$ cat config.mk
export PLATFORM = sky130hd
export DESIGN_NAME = counter_8b_flat
export DESIGN_NICKNAME = d
export VERILOG_FILES = /design/src/rtl/counter_8b_if.sv /design/src/rtl/counter_8b.sv /design/src/flat_wrapper.sv
export SDC_FILE = /design/constraint.sdc
export NUM_CORES = 1
export LEC_CHECK = 0
export ABC_CLOCK_PERIOD_IN_PS = 1200
export CAP_MARGIN = 20
export CELL_PAD_IN_SITES_DETAIL_PLACEMENT = 2
export CELL_PAD_IN_SITES_GLOBAL_PLACEMENT = 2
export CORE_ASPECT_RATIO = 0.8
export CORE_MARGIN = 2
export CORE_UTILIZATION = 25
export CTS_BUF_LIST = sky130_fd_sc_hd__clkbuf_4
export CTS_CLUSTER_DIAMETER = 40
export DETAILED_ROUTE_END_ITERATION = 10
export PLACE_DENSITY_LB_ADDON = 0.12
export SYNTH_ARGS = -nofsm -noshare
export SYNTH_HDL_FRONTEND = slang
export SYNTH_SLANG_ARGS = --single-unit
$ cat constraint.sdc
create_clock -name clk -period 1.2 [get_ports clk]
set_input_delay 0.3 -clock clk [delete_from_list [all_inputs] [get_ports clk]]
set_output_delay 0.3 -clock clk [all_outputs]
set_load 0.05 [all_outputs]
$ cat src/rtl/counter_8b_if.sv
// Count-enable / count-value bundle between an upstream strobe source and counter_8b.
interface counter_8b_if;
  localparam int unsigned CntW = 8;

  logic            i_en_cnt;
  logic [CntW-1:0] o_cnt;
  logic            o_cnt_done;

  // Strobe source drives the enable and observes the count.
  modport master (
    output i_en_cnt,
    input  o_cnt,
    input  o_cnt_done
  );

  // Counter receives the enable and drives the count.
  modport slave (
    input  i_en_cnt,
    output o_cnt,
    output o_cnt_done
  );
endinterface

$ cat src/rtl/counter_8b.sv
// 8-bit enable-gated up-counter, 0..CNT_MAX then wrap, with a registered
// one-cycle done pulse on the edge that wraps the count back to zero.
module counter_8b #(
  parameter int unsigned CNT_MAX = 255
) (
  input  logic         clk,
  input  logic         rst_n,   // synchronous, active-high
  counter_8b_if.slave  bus
);
  localparam int unsigned CntW = 8;

  // Terminal value outside 1..255 would give a dead or unreachable wrap.
  if ((CNT_MAX < 1) || (CNT_MAX > 255)) begin : g_bad_cnt_max
    $fatal(1, "counter_8b: CNT_MAX=%0d outside legal range 1..255", CNT_MAX);
  end

  localparam logic [CntW-1:0] CntMaxV = CntW'(CNT_MAX);

  logic [CntW-1:0] cnt_q, cnt_d;
  logic            done_q, done_d;

  always_ff @(posedge clk) begin
    if (rst_n) begin
      cnt_q  <= '0;
      done_q <= 1'b0;
    end else begin
      cnt_q  <= cnt_d;
      done_q <= done_d;
    end
  end

  // Only an exact match with CNT_MAX wraps with done; a forced value above
  // CNT_MAX rolls through 255 to 0 silently via plain 8-bit overflow.
  always_comb begin
    cnt_d  = cnt_q;
    done_d = 1'b0;
    if (bus.i_en_cnt) begin
      if (cnt_q == CntMaxV) begin
        cnt_d  = '0;
        done_d = 1'b1;
      end else begin
        cnt_d  = cnt_q + CntW'(1);
      end
    end
  end

  assign bus.o_cnt      = cnt_q;
  assign bus.o_cnt_done = done_q;
endmodule

$ cat src/flat_wrapper.sv
// flat-port wrapper written by rule: the top's interface ports become plain ports
module counter_8b_flat 
#(
  parameter int unsigned CNT_MAX = 255
)
  (clk, rst_n, bus_i_en_cnt, bus_o_cnt, bus_o_cnt_done);
  counter_8b_if bus_i ();
  input  logic clk;
  input  logic rst_n;
  input wire logic [$bits(bus_i.i_en_cnt)-1:0] bus_i_en_cnt;
  output wire logic [$bits(bus_i.o_cnt)-1:0] bus_o_cnt;
  output wire logic [$bits(bus_i.o_cnt_done)-1:0] bus_o_cnt_done;
  assign bus_i.i_en_cnt = bus_i_en_cnt;
  assign bus_o_cnt = bus_i.o_cnt;
  assign bus_o_cnt_done = bus_i.o_cnt_done;
  counter_8b #(.CNT_MAX(CNT_MAX)) u_core (.clk(clk), .rst_n(rst_n), .bus(bus_i));
endmodule
==> summary.txt, run 1 <==
Drt
  – WL final: 1.37 mm
  – Vias per inst: 4.56
  – ANT nets after route: 0
  – Pre-antenna DRT Iters: 2
  – Drc violations: 0
  – Drt wl/cell: 15.7 um
  – Total number of vias: 397
  – Initial drt markers: 3

Min path
  – Hold Startpoint: u_core.bus.o_cnt[6]
  – Hold depth: 2
  – Min-Delay Endpoint: u_core.bus.o_cnt[6]
  – Hold Path Class: flip-flop to flip-flop

Power and ir drop
  – Switching Share: 0.263
  – Internal power: 0.000517 W
  – Clk pwr share: 0.373
  – Overall power: 0.000701 W
  – NetSw: 0.000185 W
  – Part of the power in registers: 0.449
  – Max VDD drop: 488 uV
  – LEAKAGE: 0.307 nW
  – Part of the power in combinational logic: 0.178
  – PwrDens: 872 nW/um2

Placed design
  – Total placed cells including tap cells: 78
  – Hpwl dp: 966 um
  – Routability cong.: 0.662
  – Placed Instance Area: 713 um2
  – IO Port Bufs: 11

Global route
  – All-Layer GR Usage: 0.160
  – Largest net degree at the start of global routing: 9
  – Grt total ovfl: 0
  – Vias in the first global route: 450
  – First-pass GRT wire length: 2.19 mm
  – Initial antenna violation count: 0

Die
  – Initial core utilization: 0.261
  – # IOs: 12
  – Core area: 1580 um2
  – DIE AREA: 1990 um2
  – Vert. Die Dim: 40.3 um
  – Row count: 13
  – Die Wd: 49.4 um

Timing
  – Min cycle time layout: 1.19 ns
  – Worst slew pin tran: 0.266 ns
  – RSZ-0062 raised after global routing: yes
  – Fmax: 839 MHz
  – Endpoints failing hold: 0
  – TNS Setup: 0 ns
  – Max-slew headroom: 0.822
  – Final setup violation count: 0
  – Period utilization: 0.994
  – Max Slew Vio Count: 0
  – Clk_skew: 0.00428 ns

Finish
  – Nets: 70
  – Ant diodes: 0
  – Share of layout cells above drive strength 1: 0.569
  – Finished Layout Cells: 87
  – Fillers: 167
  – Area grow syn2layout: 95.4%
  – Design area: 805 um2

Critical path
  – CP top delay family: flip-flops
  – Critical R2R Launch: u_core.bus.o_cnt[1]
  – Worst path slowest cell: dfxtp_4
  – Worst setup SP type: flip-flop
  – CP Class: flip-flop to output pin
  – CP max stage delay: 0.37 ns
  – Worst-path maximum fanout: 3
  – Reg2Reg Setup Slack: 0.008 ns
  – CP cell instances: buf_6 > buf_12
  – CP arrival: 0.89 ns
  – Worst setup path startpoint: u_core.bus.o_cnt[0]
  – CP endpoint kind: output pin
  – R2R cell count: 4
  – Critical path buffer and inverter count: 2
  – Critical path data required time: 0.90 ns
  – Reg-to-reg endpoint: u_core.bus.o_cnt[6]

Synth
  – Biggest area consumer among synthesized cells: dfxtp_1
  – Number of flops mapped to enable cells by yosys: 0
  – Sequential-to-total area share from yosys stat: 0.438
  – Post-synthesis async set-or-reset flop share: 0
  – Ys flop type: dfxtp_1
  – Mean cell area of the mapped netlist: 10.0 um2
  – Unique masters post-synth: 24
  – Commonest cells in the netlist: dfxtp_1 (9), nor2_1 (3)
  – Synth Net Count: 45
  – Ys Warns: 0
  – Synth Instances: 41
  – Synth top area share: 0.438
  – Largest cells by area after synthesis: dfxtp_1 (44%), nand4_4 (5.2%), xnor2_1 (4.3%)
  – Mapped cell area: 412 um2
  – Register bit count reported by yosys: 9
  – Most instantiated library cell after synthesis: dfxtp_1

Clock network
  – Clock Sinks: 9
  – Clock buffer depth: 2
  – Number of H-tree levels: 1
  – CTS clk-pin slew, worst paths: 0.06 ns
  – Root buf cell: clkbuf_4
  – Num CTS Buffers: 3
  – CTS tree: done
  – Worst-skew pair later-pin latency: 0.27 ns

Run
  – Max Cap Violations: 0

Status
  – Status: complete, no violations
## layer usage
metal,part of all wire,wire (um),up-vias,global-route usage
met5,0,0,-,0
met4,0.0073,10,0,0.0643
met3,0.041,56,2,0.0560
met2,0.56,772,10,0.311
met1,0.39,528,188,0.166
li1,-,-,197,-
## worst register-to-register path, stage by stage, from the launching register on
cell	delay, ns
dfxtp_4	0.39
ha_4	0.17
nand3_4	0.11
or3_1	0.32
a21oi_1	0.12
## kinds of logic (layout without fill, tap and decap cells)
kind of cell / count (synthesis) / in the layout / synth area share
xor+xnor: 4 / 4 / 0.0851
fa+ha+maj: 1 / 1 / 0.0304
flops: 9 / 9 / 0.438
buf+inv: 3 / 27 / 0.0547
mux: 1 / 1 / 0.0243
simple gates: 17 / 17 / 0.264
compound gates: 6 / 6 / 0.103
## power by group through the flow
stage | logic, W | clock network (W) | registers (W)
after floorplan | 0.0000315 | 0 | 0.000347
after global placement | 0.000106 | 0 | 0.000322
after detailed placement | 0.000112 | 0 | 0.000324
after CTS | 0.000118 | 0.000272 | 0.000318
after global routing | 0.000134 | 0.000286 | 0.000317
final | 0.000125 | 0.000262 | 0.000315
## final cells by class
cell class	instances	area (um2)	area share
Multi-Input combinational cell	29	240	0.299
Inverter	1	3.75	0.00467
Timing Repair Buffer	22	298	0.370
Sequential cell	9	205	0.255
Tap cell	22	27.5	0.0342
Clock buffer	4	30.0	0.0373
## timing repair
| action | CTS | global route |
|---|---|---|
| pin swaps | 2 | 3 |
| gates resized for setup | 2 | 2 |
| setup endpoints to repair | 9 | 6 |
| setup buffers | 1 | 4 |
| hold buffers | 0 | 0 |
## layout by cell type, fill, tap and decap left out, types with 3 or more instances in the layout
cell type  count
buf_12        10
buf_4          9
dfxtp_4        6
clkbuf_4       4
nor2_1         3
## how the worst max path moves through the flow
stage                                     end  slack [ns]  cells after the start
after floorplan           u_core.bus.o_cnt[6]       -0.02                      4
after global placement    u_core.bus.o_cnt[5]       -0.36                      4
after detailed placement  u_core.bus.o_cnt[6]       -0.40                      5
after CTS                        bus_o_cnt[0]      -0.004                      2
after global routing      u_core.bus.o_cnt[6]       -0.05                      4
final                            bus_o_cnt[0]       0.008                      2
## state kept, by name, summed over array words and instances (netlist names)
| signal | flops |
|---|---|
| u_core.bus.o_cnt_done | 1 |
| u_core.bus.o_cnt | 8 |
## per-stage QoR
step	setup WS, ns	utilization	hold WS (ns)
floorplan	-0.0235	-	0.511
global placement	-0.364	0.452	0.502
detailed placement	-0.399	0.452	0.540
CTS	-0.00435	0.477	0.554
global route	-0.0510	0.510	0.589
finish	0.00771	0.510	0.555
Power figures use the tool's default switching activity.
==> inputs of run 2 (changes only) <==
--- a/config.mk
+++ b/config.mk
@@ -9,12 +9,12 @@
 export CAP_MARGIN = 20
 export CELL_PAD_IN_SITES_DETAIL_PLACEMENT = 2
 export CELL_PAD_IN_SITES_GLOBAL_PLACEMENT = 2
-export CORE_ASPECT_RATIO = 0.8
 export CORE_MARGIN = 2
 export CORE_UTILIZATION = 25
 export CTS_BUF_LIST = sky130_fd_sc_hd__clkbuf_4
 export CTS_CLUSTER_DIAMETER = 40
 export DETAILED_ROUTE_END_ITERATION = 10
+export GPL_ROUTABILITY_DRIVEN = 1
 export PLACE_DENSITY_LB_ADDON = 0.12
 export SYNTH_ARGS = -nofsm -noshare
 export SYNTH_HDL_FRONTEND = slang
==> run 2 against run 1 <==
Net effect:
- the flow now finishes with violations (negative setup slack)
- sequential power barely moved
- global-route usage fell by 0.96 points
- clock skew about the same
- core utilization rose by 0.90 points
- register-to-register slack hardly changed
- wire length fell by 3.7%
- clock power is 2% higher
- fmax down 1.7%
- cell count is 6.9% lower
- clock-buffer cell count did not move
- first-iteration DRC count shrank 100%
- sequential share of layout area grew 0.13 points
- critical endpoint is now bus_o_cnt[1]
- highest routed layer is now met3
==> summary.txt, run 2 (synthesized netlist as in run 1, its figures left out) <==
Clock network
  – Clock buffer depth: 2
  – CTS clk-pin slew, worst paths: 0.06 ns
  – Number of H-tree levels: 1
  – CTS tree: done
  – Root buf cell: clkbuf_4
  – Clock Sinks: 9
  – Num CTS Buffers: 3
  – Worst-skew pair later-pin latency: 0.26 ns
  – Hold_buf cts: 0

Drt
  – Total number of vias: 401
  – Drc violations: 0
  – WL final: 1.32 mm
  – Vias per inst: 4.95
  – ANT nets after route: 0
  – Initial drt markers: 0
  – Pre-antenna DRT Iters: 1
  – Drt wl/cell: 16.2 um

Status
  – Failing checks: negative setup slack
  – Status: complete, but fails checks

Power and ir drop
  – Max VDD drop: 405 uV
  – Switching Share: 0.269
  – Internal power: 0.000526 W
  – Part of the power in registers: 0.437
  – NetSw: 0.000194 W
  – LEAKAGE: 0.307 nW
  – PwrDens: 909 nW/um2
  – Clk pwr share: 0.372
  – Part of the power in combinational logic: 0.191

Finish
  – Share of layout cells above drive strength 1: 0.585
  – Nets: 70
  – Max reg flops: 8
  – Finished Layout Cells: 81
  – Design area: 791 um2
  – Ant diodes: 0
  – Area grow syn2layout: 92.1%
  – Most frequent cells in the layout: buf_12 (9), buf_4 (9), dfxtp_4 (5)

Timing
  – Final worst slack: -0.0126 ns
  – TNS Setup: -0.0156 ns
  – Endpoints failing hold: 0
  – Final setup violation count: 2
  – Fmax: 825 MHz
  – Max-slew headroom: 0.824
  – Min cycle time layout: 1.21 ns
  – RSZ-0062 raised after global routing: yes
  – Clk_skew: 0.00449 ns
  – Worst slew pin tran: 0.263 ns
  – Max Slew Vio Count: 0
  – Period utilization: 1.01

Die
  – Die Wd: 44.6 um
  – Initial core utilization: 0.270
  – Row count: 14
  – DIE AREA: 1990 um2
  – Core area: 1520 um2
  – # IOs: 12
  – Vert. Die Dim: 44.6 um

Placed design
  – Routability cong.: 0.683
  – Hpwl dp: 986 um
  – Place WS: -0.457 ns
  – Placed Instance Area: 706 um2
  – Total placed cells including tap cells: 72
  – IO Port Bufs: 11

Critical path
  – Critical path data required time: 0.90 ns
  – CP endpoint kind: output pin
  – Worst setup SP type: flip-flop
  – CP max stage delay: 0.37 ns
  – CP cell instances: buf_4 > buf_12
  – Worst path slowest cell: dfxtp_4
  – CP Class: flip-flop to output pin
  – CP arrival: 0.91 ns
  – Worst-path maximum fanout: 4

Global route
  – Vias in the first global route: 442
  – First-pass GRT wire length: 2.08 mm
  – Grt total ovfl: 0
  – Largest net degree at the start of global routing: 7
  – All-Layer GR Usage: 0.151
  – Initial antenna violation count: 0

Min path
  – Hold Path Class: flip-flop to flip-flop

Run
  – Max Cap Violations: 0
[run 2: cell count changes in the layout (fill, tap and decap cells not counted)]
cell	before	now
buf_12	10	9
or3_1	2	1
dfxtp_2	2	3
dfxtp_4	6	5
or3_4	0	1
buf_6	1	2
[run 2: area by class of cell]
class | count | area [um2]
fillers | 149 | 733
inverters | 1 | 3.75
flip-flops and latches | 9 | 203
well taps | 16 | 20.0
repair buffers | 22 | 289
clock buffers | 4 | 30.0
multi-input cells | 29 | 245
[run 2: timing repair]
item,CTS,global route
gates resized for setup,2,3
setup endpoints to repair,8,6
pin swaps,0,7
setup buffers,1,4
[run 2: final timing paths]
check             cells past startpoint                start                   to  slack, ns
setup / recovery                      2  u_core.bus.o_cnt[1]         bus_o_cnt[1]      -0.01
hold / removal                        2  u_core.bus.o_cnt[6]  u_core.bus.o_cnt[6]       0.53
setup reg to reg                      4  u_core.bus.o_cnt[1]  u_core.bus.o_cnt[6]          0
hold reg to reg                       2  u_core.bus.o_cnt[6]  u_core.bus.o_cnt[6]       0.53
[run 2: through the flow]
stage          utilization  power, W  hold WS, ns
2_1_floorplan            -  0.000378        0.511
3_3_place_gp         0.463  0.000433        0.489
3_5_place_dp         0.463  0.000438        0.528
4_1_cts              0.489  0.000714        0.539
5_1_grt              0.519  0.000756        0.562
6_report             0.519  0.000719        0.532
[run 2: power groups by stage]
stage                     Combinational (W)  Clock (W)  Sequential [W]
final                              0.000137   0.000267        0.000314
after global routing               0.000147   0.000294        0.000316
after CTS                          0.000122   0.000276        0.000316
after detailed placement           0.000114          0        0.000324
after global placement             0.000110          0        0.000323
after floorplan                   0.0000315          0        0.000347
[run 2: metal layers]
metal	global-route usage	part of all wire	vias to the layer above
met2	0.261	0.53	10
met3	0.0408	0.046	0
met4	0.0545	0	0
li1	-	-	197
met1	0.175	0.42	194
met5	0	0	-
[run 2: worst max-delay path: cells and delay by family, from the launching register on]
family / cells / cell delay, ns
flip-flops: 1 / 0.37
buffers and inverters: 2 / 0.28
